==> src/rtl/spi_buf_sched.sv <==
// spi_buf_sched: round-robin scheduler between the transfer buffer
// SPI-side port and the SPI master, in the divided-clock domain.
module spi_buf_sched #(
  parameter int DEPTH   = 16,
  parameter int AW      = 4,
  parameter int DW      = 41,
  parameter int TIMEOUT = 1024
) (
  input  logic          clk,
  input  logic          rstn,
  input  logic          en,
  output logic [AW-1:0] buf_addr,
  output logic          buf_rd,
  input  logic [DW-1:0] buf_rdata,
  output logic          buf_we,
  output logic [DW-1:0] buf_wdata,
  output logic          spi_start,
  output logic [7:0]    spi_cmd,
  output logic [31:0]   spi_wdata,
  input  logic          spi_done,
  input  logic [31:0]   spi_rdata,
  output logic          busy,
  output logic [AW-1:0] cur_idx,
  output logic          err,
  output logic [15:0]   done_cnt
);

  localparam int TW = $clog2(TIMEOUT) + 1;
  localparam logic [TW-1:0] TLAST = TW'(TIMEOUT - 1);
  localparam logic [AW-1:0] LAST  = AW'(DEPTH - 1);

  typedef enum logic [2:0] {
    IDLE, RD, CHK, START, WAIT, WB
  } state_t;

  state_t        state;
  logic [AW-1:0] ptr;
  logic [TW-1:0] timer;

  assign buf_addr = ptr;
  assign cur_idx  = ptr;

  // timer counts cycles since spi_start, so the abort lands TIMEOUT cycles later
  always_ff @(posedge clk or negedge rstn) begin
    if (!rstn) begin
      state     <= IDLE;
      ptr       <= '0;
      timer     <= '0;
      buf_rd    <= 1'b0;
      buf_we    <= 1'b0;
      buf_wdata <= '0;
      spi_start <= 1'b0;
      spi_cmd   <= '0;
      spi_wdata <= '0;
      busy      <= 1'b0;
      err       <= 1'b0;
      done_cnt  <= '0;
    end else begin
      buf_rd    <= 1'b0;
      buf_we    <= 1'b0;
      spi_start <= 1'b0;
      err       <= 1'b0;
      unique case (state)
        IDLE: begin
          if (en) begin
            state  <= RD;
            buf_rd <= 1'b1;
          end
        end
        RD: state <= CHK;
        CHK: begin
          if (buf_rdata[DW-1]) begin
            spi_cmd   <= buf_rdata[DW-2 -: 8];
            spi_wdata <= buf_rdata[31:0];
            spi_start <= 1'b1;
            busy      <= 1'b1;
            timer     <= '0;
            state     <= START;
          end else begin
            ptr <= (ptr == LAST) ? '0 : ptr + 1'b1;
            if (en) begin
              state  <= RD;
              buf_rd <= 1'b1;
            end else begin
              state <= IDLE;
            end
          end
        end
        START: begin
          timer <= timer + 1'b1;
          state <= WAIT;
        end
        WAIT: begin
          timer <= timer + 1'b1;
          if (spi_done) begin
            buf_we    <= 1'b1;
            buf_wdata <= {1'b0, spi_cmd, spi_rdata};
            done_cnt  <= done_cnt + 1'b1;
            state     <= WB;
          end else if (timer == TLAST) begin
            err       <= 1'b1;
            buf_we    <= 1'b1;
            buf_wdata <= {1'b0, spi_cmd, 32'hFFFF_FFFF};
            state     <= WB;
          end
        end
        WB: begin
          busy <= 1'b0;
          ptr  <= (ptr == LAST) ? '0 : ptr + 1'b1;
          if (en) begin
            state  <= RD;
            buf_rd <= 1'b1;
          end else begin
            state <= IDLE;
          end
        end
        default: state <= IDLE;
      endcase
    end
  end

endmodule

==> config.mk <==
export PLATFORM = sky130hd
export DESIGN_NAME = spi_buf_sched
export DESIGN_NICKNAME = d
export VERILOG_FILES = /design/src/rtl/spi_buf_sched.sv
export SDC_FILE = /design/constraint.sdc
export NUM_CORES = 1
export LEC_CHECK = 0
export ABC_CLOCK_PERIOD_IN_PS = 5400
export CORE_AREA = 2 2 113 115
export CTS_BUF_LIST = sky130_fd_sc_hd__clkbuf_8
export DETAILED_ROUTE_END_ITERATION = 10
export DIE_AREA = 0 0 115 117
export GPL_ROUTABILITY_DRIVEN = 0
export PLACE_DENSITY = 0.73
export SKIP_CTS_REPAIR_TIMING = 1
export SLEW_MARGIN = 20
export SYNTH_ARGS = -nofsm -noshare
export SYNTH_HDL_FRONTEND = slang
export SYNTH_SLANG_ARGS = --single-unit
==> constraint.sdc <==
create_clock -name clk -period 5.4 [get_ports clk]
set_clock_uncertainty 0.05 [all_clocks]
set_input_delay 1.08 -clock clk [delete_from_list [all_inputs] [get_ports clk]]
set_output_delay 1.08 -clock clk [all_outputs]
set_load 0.01 [all_outputs]
==> summary.md <==
| Metric | Value |
|---|---|
| Syn Inst Count | between 400 and 500 |
| Area of the die | 13500 µm² |
| Antenna-violating nets left | 0 |
| Arr. time, crit path | 3.04 ns |
| Leakage | 3.16 nW |
| Clk slew on worst S/H paths | about 0.07 ns |
| DR iter-0 viols | between 200 and 250 |
| Initial antenna violation count | 0 |
| Avg Inst Size Synth | 11.0 µm² |
| N_diodes | 0 |
| Setup Crit Path Kind | in2reg |
| WL final | roughly 12000 µm |
| Synth-to-Final Area Change | 50.1% |
| Max Buffers Root-to-Sink | 2 |
| Share of the synthesized area in the top cell type | 0.625 |
| WP data required | 5.66 ns |
| Minimum clock period | around 2.8 ns |
| Hold Path Class | reg2reg |
| Fmax | 0.360 GHz |
| CTS Buf Count | 17 |
| EDFF count, synth | 0 |
| Top Ports | 187 |
| Seq/Total Area, Yosys | 0.625 |
| Worst-path fanout max | 37 |
| TritonRoute pass-1 iters | 4 |
| Vias per cell | 4.86 |
| Hold Violations, Final | 0 |
| Rows | 41 |
| Max_slew headroom | 0.518 |
| Syn Nets | 515 |
| Pins over their slew limit | 0 |
| Synth cell types | 43 |
| Starting density of the core | 0.387 |
| Number of global-route vias before repair | 3787 |
| CTS tree | built |
| R2R Setup Slk | ~2.9 ns |
| Skew-Pair Late Insertion Delay | 0.42 ns |
| Core box area | 12300 µm² |
| Yosys warning count | 0 |
| Residual DRC | 0 |
| Die width | 115 µm |
| Final setup vio count | 0 |
| Final Cycle Share | 0.515 |
| Area leader, netlist | dfrtp_1 |
| Synthesized cell area | about 4800 µm² |
| Root Buffer | clkbuf_8 |
| Largest net degree at the start of global routing | between 70 and 80 |
| Routed via count | 3779 |
| Setup crit end kind | register |
| First-pass GRT wire length | 18700 µm |
| Share of cells above drive strength 1 | 0.0717 |
| Final HPWL DP | 8110 µm |
| Power Density | roughly 530 nW/µm² |
| Max-Cap Viols | 0 |
| H-tree depth | 4 |
| Worst vdd ir | 221 µV |
| RSZ-0062 raised after global routing | false |
| Synth top area cells | dfrtp_1 (63%), nand2_1 (11%), o22a_1 (5.9%) |
| Gr usage total | 0.178 |
| Startpoint Class | input port |
| Tightest Pin Transition | slightly above 0.7 ns |
| Setup TNS | 0 ns |
| Wire length per cell | 15.0 µm |
| Fin nets | 696 |
| Primary FF master, synth | dfrtp_1 |
| Die Y | 117 µm |
| CTS Sinks | 119 |
| Power, Total | approximately 0.0038 W |
| I/O Buffers | 185 |
| Synthesized flop and latch total | between 100 and 150 |
| Status | finished, final reports clean |
| Gr ovfl total | 0 |
| Ys async rst share | 1.00 |
-- layer usage --
metal / GRT usage / vias up / share of wire
met4: 0.0691 / 0 / 0.017
met5: 0 / - / 0
met3: 0.0602 / 17 / 0.077
li1: - / 1829 / -
met1: 0.210 / 1795 / 0.42
met2: 0.304 / 138 / 0.48
-- report_power, final --
part / leakage [nW] / total [W] / switching (W) / internal (W)
combinational: 1.48 / 0.00149 / 0.000619 / 0.000869
clock: 0.218 / 0.000820 / 0.000336 / 0.000484
sequential: 1.47 / 0.00148 / 0.000246 / 0.00123
-- critical path, cell delays in order --
cell	delay (ns)
clkdlybuf4s50_1	0.53
nand4bb_1	0.12
buf_4	0.27
nor4_1	0.69
nand3_1	0.19
xnor2_1	0.16
-- layout make-up --
cell class,instances,area (µm²)
fillers,1068,5160
flip-flops and latches,119,2980
repair buffers,190,1930
multi-input cells,285,1640
clock buffers,20,275
well taps,150,188
clock inverters,11,133
inverters,3,11.3
-- synthesized netlist by cell type, drive strengths merged, types with 2 or more instances --
master     n
xor2       5
a22o       3
nor2       8
inv        3
ha         3
nand2    142
and4       2
nand4bb    2
a31oi      2
o21ai      4
o31ai      2
a21oi     12
mux2i      3
nor4       3
a21o       2
xnor2     11
o311ai     2
nor3       4
mux2      10
clkbuf    15
nand3b     2
nand3     11
buf       13
nand2b     4
and3       2
nand4      4
o22a      32
dfrtp    119
-- placed cells by master, fill, tap and decap left out, types with 3 or more instances in the layout --
cell             Yosys  layout
o21ai_0              4       4
nor2_1               8       8
clkdlybuf4s50_1      0     184
xnor2_1             11      11
nor4_1               3       3
a21oi_1             11      11
clkbuf_8             0      20
nor3_1               4       4
nand2b_1             4       4
mux2_2               3       3
a22o_1               3       3
buf_4                6       4
bufinv_16            0       3
o22a_1              32      32
mux2i_1              3       3
xor2_1               5       5
nand3_1             11      11
dfrtp_1            119     119
ha_1                 3       3
nand2_1            142     142
mux2_1               7       7
inv_1                3       5
nand4_1              4       4
clkinv_2             0       3
-- sequential cells by signal (all words and copies together) (netlist names), 3 cells and up --
signal / flops
state: 3
buf_wdata: 40
spi_cmd: 8
spi_wdata: 32
buf_addr: 4
done_cnt: 16
timer: 11
-- metrics by stage --
stage | util | area, µm² | hold slack (ns) | setup WS [ns] | std cells
after floorplan | - | 4760 | 0.398 | 3.08 | 435
after global placement | 0.543 | 6690 | 0.408 | 2.09 | 745
after detailed placement | 0.543 | 6690 | 0.415 | 1.99 | 745
after CTS | 0.576 | 7100 | 0.428 | 2.46 | 776
after global routing | 0.581 | 7150 | 0.440 | 2.45 | 778
final | 0.581 | 7150 | 0.424 | 2.62 | 778
-- logic make-up (layout without fill, tap and decap cells) --
logic type | after synthesis | after routing | share of synthesized area
compound gates | 62 | 62 | 0.102
xor+xnor | 16 | 16 | 0.0294
fa+ha+maj | 3 | 3 | 0.00788
buf+inv | 31 | 224 | 0.0318
flops | 119 | 119 | 0.625
mux | 13 | 13 | 0.0299
other cells | 1 | 1 | 0.000787
simple gates | 190 | 190 | 0.173
-- worst paths after layout --
check | start | end | cells after the start
setup / recovery | spi_done | done_cnt[10] | 6
hold / removal | spi_wdata[6] | spi_wdata[6] | 2
setup reg to reg | timer[0] | buf_wdata[34] | 6
hold reg to reg | spi_wdata[6] | spi_wdata[6] | 2
max in group asynchronous | rstn | spi_wdata[27] | 2
min in group asynchronous | rstn | buf_wdata[1] | 1
Note: power is estimated with default switching activity, not from simulation.
